==> config.mk <==
export PLATFORM = sky130hd
export DESIGN_NAME = serial_word_collector_flat
export DESIGN_NICKNAME = d
export VERILOG_FILES = /design/src/rtl/serial_word_collector_pkg.sv /design/src/rtl/serial_word_collector_if.sv /design/src/rtl/serial_word_outreg.sv /design/src/rtl/serial_word_collector.sv /design/src/flat_wrapper.sv
export SDC_FILE = /design/constraint.sdc
export NUM_CORES = 1
export LEC_CHECK = 0
export CORE_AREA = 2 2 46 48
export DETAILED_ROUTE_END_ITERATION = 8
export DIE_AREA = 0 0 48 50
export GPL_ROUTABILITY_DRIVEN = 0
export SKIP_CTS_REPAIR_TIMING = 1
export SLEW_MARGIN = 20
export SYNTH_ARGS = -nofsm -noshare
export SYNTH_HDL_FRONTEND = slang
export SYNTH_SLANG_ARGS = --single-unit
==> constraint.sdc <==
create_clock -name clk -period 1.8 [get_ports clk]
set_input_delay 0.36 -clock clk [delete_from_list [all_inputs] [get_ports clk]]
set_output_delay 0.36 -clock clk [all_outputs]
set_load 0.05 [all_outputs]
==> src/rtl/serial_word_collector_pkg.sv <==
// Shared definitions for serial_word_collector: assembly FSM state encoding
// and the shift-direction constants sampled at the start of each frame.
package serial_word_collector_pkg;

    typedef enum logic [1:0] {
        ST_IDLE    = 2'd0,
        ST_COLLECT = 2'd1,
        ST_PARITY  = 2'd2
    } state_t;

    localparam logic DIR_LSB_FIRST = 1'b1;
    localparam logic DIR_MSB_FIRST = 1'b0;

endpackage

==> src/rtl/serial_word_collector_if.sv <==
// Serial-in / word-out bundle of serial_word_collector. master = producer and
// consumer side (bench or surrounding logic), slave = the collector itself.
interface serial_word_collector_if #(
    parameter int WIDTH = 4
);
    logic             bit_in;
    logic             bit_en;
    logic             dir;
    logic             flush;
    logic [WIDTH-1:0] word_out;
    logic             word_valid;
    logic             word_ready;
    logic             overrun;
    logic             parity_err;
    logic             busy;

    modport master (
        output bit_in, bit_en, dir, flush, word_ready,
        input  word_out, word_valid, overrun, parity_err, busy
    );

    modport slave (
        input  bit_in, bit_en, dir, flush, word_ready,
        output word_out, word_valid, overrun, parity_err, busy
    );
endinterface

==> src/rtl/serial_word_outreg.sv <==
// Single-entry valid/ready holding register for completed words; a word that
// arrives while the held one is neither free nor being taken is dropped and flagged.
module serial_word_outreg #(
    parameter int WIDTH = 4
) (
    input  logic             clk,
    input  logic             rst_n,
    input  logic             load,
    input  logic [WIDTH-1:0] load_word,
    input  logic             load_perr,
    input  logic             ready,
    output logic [WIDTH-1:0] word,
    output logic             valid,
    output logic             perr,
    output logic             overrun
);

    logic slot_free;

    // The slot can take a new word if empty or if the held word leaves this cycle.
    assign slot_free = !valid || ready;

    always_ff @(posedge clk or negedge rst_n) begin
        if (!rst_n) begin
            word    <= '0;
            valid   <= 1'b0;
            perr    <= 1'b0;
            overrun <= 1'b0;
        end else begin
            overrun <= 1'b0;
            if (load) begin
                if (slot_free) begin
                    word  <= load_word;
                    perr  <= load_perr;
                    valid <= 1'b1;
                end else begin
                    overrun <= 1'b1;
                end
            end else if (valid && ready) begin
                valid <= 1'b0;
            end
        end
    end

endmodule

==> src/rtl/serial_word_collector.sv <==
// Assembles WIDTH-bit words from a qualified serial stream, direction latched per
// frame. Define SERIAL_COLLECTOR_PARITY_EN to append an even-parity bit to each frame.
module serial_word_collector
    import serial_word_collector_pkg::*;
#(
    parameter int WIDTH = 4
) (
    input logic                   clk,
    input logic                   rst_n,
    serial_word_collector_if.slave bus
);

    localparam int CNT_W = $clog2(WIDTH + 1);

    state_t           state;
    logic [CNT_W-1:0] cnt;
    logic [WIDTH-1:0] shreg;
    logic             frame_dir;
    logic             busy_q;

    logic             eff_dir;
    logic [WIDTH-1:0] shifted;
    logic             take;
    logic             last_data;
    logic             complete;
    logic [WIDTH-1:0] complete_word;
    logic             complete_perr;

    logic [WIDTH-1:0] out_word;
    logic             out_valid;
    logic             out_perr;
    logic             out_overrun;

    // The first bit of a frame uses the live dir; later bits use the latched one.
    always_comb begin
        eff_dir = (state == ST_IDLE) ? bus.dir : frame_dir;
        if (eff_dir == DIR_LSB_FIRST) begin
            shifted = {bus.bit_in, shreg[WIDTH-1:1]};
        end else begin
            shifted = {shreg[WIDTH-2:0], bus.bit_in};
        end
    end

    assign take      = bus.bit_en && !bus.flush;
    assign last_data = (state == ST_COLLECT) && (cnt == CNT_W'(WIDTH - 1));

`ifdef SERIAL_COLLECTOR_PARITY_EN
    assign complete      = take && (state == ST_PARITY);
    assign complete_word = shreg;
    assign complete_perr = ^{shreg, bus.bit_in};
`else
    assign complete      = take && last_data;
    assign complete_word = shifted;
    assign complete_perr = 1'b0;
`endif

    always_ff @(posedge clk or negedge rst_n) begin
        if (!rst_n) begin
            state     <= ST_IDLE;
            cnt       <= '0;
            shreg     <= '0;
            frame_dir <= DIR_LSB_FIRST;
            busy_q    <= 1'b0;
        end else if (bus.flush) begin
            state  <= ST_IDLE;
            cnt    <= '0;
            busy_q <= 1'b0;
        end else if (bus.bit_en) begin
            case (state)
                ST_IDLE: begin
                    frame_dir <= bus.dir;
                    shreg     <= shifted;
                    cnt       <= CNT_W'(1);
                    state     <= ST_COLLECT;
                    busy_q    <= 1'b1;
                end
                ST_COLLECT: begin
                    shreg <= shifted;
                    if (last_data) begin
                        cnt <= '0;
`ifdef SERIAL_COLLECTOR_PARITY_EN
                        state  <= ST_PARITY;
                        busy_q <= 1'b1;
`else
                        state  <= ST_IDLE;
                        busy_q <= 1'b0;
`endif
                    end else begin
                        cnt <= cnt + CNT_W'(1);
                    end
                end
                ST_PARITY: begin
                    cnt    <= '0;
                    state  <= ST_IDLE;
                    busy_q <= 1'b0;
                end
                default: begin
                    cnt    <= '0;
                    state  <= ST_IDLE;
                    busy_q <= 1'b0;
                end
            endcase
        end
    end

    serial_word_outreg #(
        .WIDTH(WIDTH)
    ) u_outreg (
        .clk       (clk),
        .rst_n     (rst_n),
        .load      (complete),
        .load_word (complete_word),
        .load_perr (complete_perr),
        .ready     (bus.word_ready),
        .word      (out_word),
        .valid     (out_valid),
        .perr      (out_perr),
        .overrun   (out_overrun)
    );

    assign bus.word_out   = out_word;
    assign bus.word_valid = out_valid;
    assign bus.parity_err = out_perr;
    assign bus.overrun    = out_overrun;
    assign bus.busy       = busy_q;

endmodule

==> src/flat_wrapper.sv <==
// flat-port wrapper written by rule: the top's interface ports become plain ports
module serial_word_collector_flat import serial_word_collector_pkg::*;
#(
    parameter int WIDTH = 4
)
  (clk, rst_n, bus_bit_in, bus_bit_en, bus_dir, bus_flush, bus_word_ready, bus_word_out, bus_word_valid, bus_overrun, bus_parity_err, bus_busy);
  serial_word_collector_if #(.WIDTH(WIDTH)) bus_i ();
  input logic clk;
  input logic rst_n;
  input wire logic [$bits(bus_i.bit_in)-1:0] bus_bit_in;
  input wire logic [$bits(bus_i.bit_en)-1:0] bus_bit_en;
  input wire logic [$bits(bus_i.dir)-1:0] bus_dir;
  input wire logic [$bits(bus_i.flush)-1:0] bus_flush;
  input wire logic [$bits(bus_i.word_ready)-1:0] bus_word_ready;
  output wire logic [$bits(bus_i.word_out)-1:0] bus_word_out;
  output wire logic [$bits(bus_i.word_valid)-1:0] bus_word_valid;
  output wire logic [$bits(bus_i.overrun)-1:0] bus_overrun;
  output wire logic [$bits(bus_i.parity_err)-1:0] bus_parity_err;
  output wire logic [$bits(bus_i.busy)-1:0] bus_busy;
  assign bus_i.bit_in = bus_bit_in;
  assign bus_i.bit_en = bus_bit_en;
  assign bus_i.dir = bus_dir;
  assign bus_i.flush = bus_flush;
  assign bus_i.word_ready = bus_word_ready;
  assign bus_word_out = bus_i.word_out;
  assign bus_word_valid = bus_i.word_valid;
  assign bus_overrun = bus_i.overrun;
  assign bus_parity_err = bus_i.parity_err;
  assign bus_busy = bus_i.busy;
  serial_word_collector #(.WIDTH(WIDTH)) u_core (.clk(clk), .rst_n(rst_n), .bus(bus_i));
endmodule
==> summary.md <==
| Metric | Value |
|---|---|
| Syn nets | 68 |
| Post-layout nets | 90 |
| N_diodes | 0 |
| Final core utilization | 0.4803 |
| Final Critical Period | around 1800 ps |
| Vias in the first global route | 413 |
| CTS buffer count | 3 |
| EDFF count, synth | 0 |
| Fraction of registers with async set/reset | 1.000 |
| Status | finished, final reports clean |
| Final hold violations | 0 |
| Leak | 0.0004773 uW |
| Grt ovf | 0 |
| Post-Route WL | 1063 um |
| Vias | 462 |
| Row count | 16 |
| Post-synthesis average cell area | 11.84 um2 |
| CTS tree | done |
| Final worst-path cycle share | 0.9732 |
| Predominant post-synthesis flop cell | dfrtp_1 |
| Post-Syn Area | 710.7 um2 |
| Sequential share of power | 0.539 |
| Clk_skew | 4.296 ps |
| Die area | ~2400 um2 |
| Worst path bufs/invs | 1 |
| FF-to-FF End | u_core.shreg[1] |
| Worst Reg2Reg Path Length in Cells | 3 |
| Share of cells above drive strength 1 | 0.2840 |
| CTS sink cnt | 15 |
| Layout area overhead | 28.52% |
| Area leader, netlist | dfrtp_1 |
| Crit path max-delay family | buffers and inverters |
| Drc violations | 0 |
| IO Count | 15 |
| Setup-failing EPs final | 0 |
| PortBufs | 13 |
| Hold WC Path Type | input port to async pin |
| Crit path cell chain | clkdlybuf4s50_1 |
| Synthesis Warnings | 0 |
| Critical Path Fanout Max | 1 |
| RSZ-0062 raised after global routing | no |
| Core Region | around 1900 um2 |
| Clock power share | 0.244 |
| Final max-slew violation count | 0 |
| Final std cell area, no fill | 913.4 um2 |
| Chip width | about 48 um |
| Routed len/inst | 9.843 um |
| Clk pin slew, worst setup/hold paths | 90 ps |
| Critical path's slowest cell | clkdlybuf4s50_1 |
| Final ANT Viol Nets | 0 |
| P per Cell Area | 832.5 nW/um2 |
| VDD IR-drop max | 0.4468 mV |
| Sequential area share after synthesis | 0.5299 |
| Post-synth cell types | 26 |
| Root Buffer | clkbuf_4 |
| Slack of the worst reg-to-reg path | 330 ps |
| CP required | ~1400 ps |
| Clock Tree Buf Depth | 2 |
| Startpoint Class | flip-flop |
| Initial Utilization | 0.3737 |
| Die Height | 50 um |
| Final HPWL DP | 851.1 um |
| Sw power | 208.8 uW |
| H-tree levels | 1 |
| Synth top area cells | dfrtp_1, mux2i_1, mux2_4 |
| Max capacitance violation total | 0 |
| Initial antenna violation count | 0 |
| Pre-antenna DRT Iters | 3 |
| R2r startpoint | u_core.state[0] |
| Initial drt markers | 9 |
| First-pass GRT wire length | 1787 um |
| Critical Path AT | ~1400 ps |
| Gate power share | 0.217 |
| GRT Total Usage | 0.1052 |
| Critical path class | flip-flop to output pin |
| Setup crit end kind | output pin |
| Vias per cell | 4.278 |
| Yosys top cell area share | 0.4930 |
| Placement Cell Area | around 890 um2 |
| Crit path largest cell delay | 790 ps |
| Fill cell count | 186 |
| P_int | 551.6 uW |
| Synth Register Bits | 15 |
| Pin count of the biggest net entering global routing | 16 |
| TNS Setup | 0 ps |
| Switching share of power | 0.2746 |
| Max Fclk | around 570 MHz |
| Later-pin clock latency in the skew report | roughly 270 ps |
| Mapped Cells | 60 |
==> metal layers <==
| layer | wire length, um | share of wire | global-route usage |
|---|---|---|---|
| met1 | 545 | 0.51 | 0.1583 |
| met5 | 0 | 0 | 0 |
| met4 | 19 | 0.018 | 0.06757 |
| met2 | 437 | 0.41 | 0.1311 |
| met3 | 60 | 0.056 | 0.02198 |
==> cell type report <==
| class | count | area (um2) | area share |
|---|---|---|---|
| well taps | 27 | 33.78 | 0.03699 |
| repair buffers | 20 | 167.7 | 0.1836 |
| multi-input cells | 38 | 292.8 | 0.3205 |
| inverters | 4 | 15.01 | 0.01644 |
| flip-flops and latches | 15 | 377.9 | 0.4137 |
| clock buffers | 4 | 26.28 | 0.02877 |
==> sequential cells by signal, indices dropped and copies added, names as in the netlist <==
register                 flops
u_core.shreg                 4
u_core.cnt                   3
u_core.state                 1
u_core.u_outreg.word         4
u_core.u_outreg.overrun      1
u_core.frame_dir             1
u_core.u_outreg.valid        1
==> metrics by stage <==
step | total power [uW] | setup WS, ps | hold slack (ps) | std cells
CTS | 771.0 | 34.67 | 396.9 | 108
global placement | 581.7 | 119.3 | 467.3 | 104
finish | 760.4 | 48.28 | 389.6 | 108
floorplan | 527.7 | 133.5 | 64.41 | 60
global route | 797.9 | 12.92 | 426.3 | 108
detailed placement | 584.5 | 91.45 | 482.4 | 104
==> kinds of logic (layout without fill, tap and decap cells) <==
| group | Yosys count | in the layout | share of synthesized area |
|---|---|---|---|
| other cells | 1 | 1 | 0.005277 |
| flops | 15 | 15 | 0.5299 |
| compound gates | 8 | 8 | 0.06867 |
| mux | 11 | 11 | 0.1901 |
| buf+inv | 7 | 28 | 0.05809 |
| simple gates | 17 | 17 | 0.1303 |
| fa+ha+maj | 1 | 1 | 0.01760 |
==> placed cells by master (no fill, tap or decap), drive strengths merged <==
| master | Yosys | layout |
|---|---|---|
| clkdlybuf4s50 | 0 | 7 |
| o21ai | 4 | 4 |
| mux2 | 4 | 4 |
| nand4b | 1 | 1 |
| nor2b | 1 | 1 |
| o211a | 1 | 1 |
| nand3 | 1 | 1 |
| a31oi | 1 | 1 |
| nand2 | 4 | 4 |
| and3b | 1 | 1 |
| dfstp | 1 | 1 |
| buf | 3 | 13 |
| ha | 1 | 1 |
| o21bai | 1 | 1 |
| and2b | 1 | 1 |
| nor2 | 3 | 3 |
| nand4 | 1 | 1 |
| dfrtp | 14 | 14 |
| conb | 1 | 1 |
| nor3 | 1 | 1 |
| nand2b | 3 | 3 |
| a21oi | 1 | 1 |
| mux2i | 7 | 7 |
| clkbuf | 0 | 4 |
| inv | 4 | 4 |
==> power groups by stage <==
stage | logic (uW) | registers (uW) | clock network [uW]
2_1_floorplan | 101 | 427 | 0
3_3_place_gp | 165 | 417 | 0
3_5_place_dp | 168 | 416 | 0
4_1_cts | 168 | 410 | 193
5_1_grt | 180 | 416 | 202
6_report | 165 | 410 | 186
==> how the worst max path moves through the flow <==
stage / startpoint / to / slack, ps / cells past startpoint
after floorplan: u_core.state[0] / u_core.u_outreg.word[1] / 130 / 4
after CTS: u_core.u_outreg.overrun / bus_overrun / 30 / 1
after global placement: bus_dir / u_core.u_outreg.word[1] / 120 / 4
final: u_core.u_outreg.overrun / bus_overrun / 50 / 1
after global routing: u_core.u_outreg.overrun / bus_overrun / 10 / 1
after detailed placement: bus_dir / u_core.shreg[1] / 90 / 4
==> synth_stat cells, drive strengths merged, types with 3 or more instances <==
library cell	count
buf	3
dfrtp	14
inv	4
mux2	4
mux2i	7
nand2	4
nand2b	3
nor2	3
o21ai	4
No activity file was read; power rests on OpenSTA's default activity.
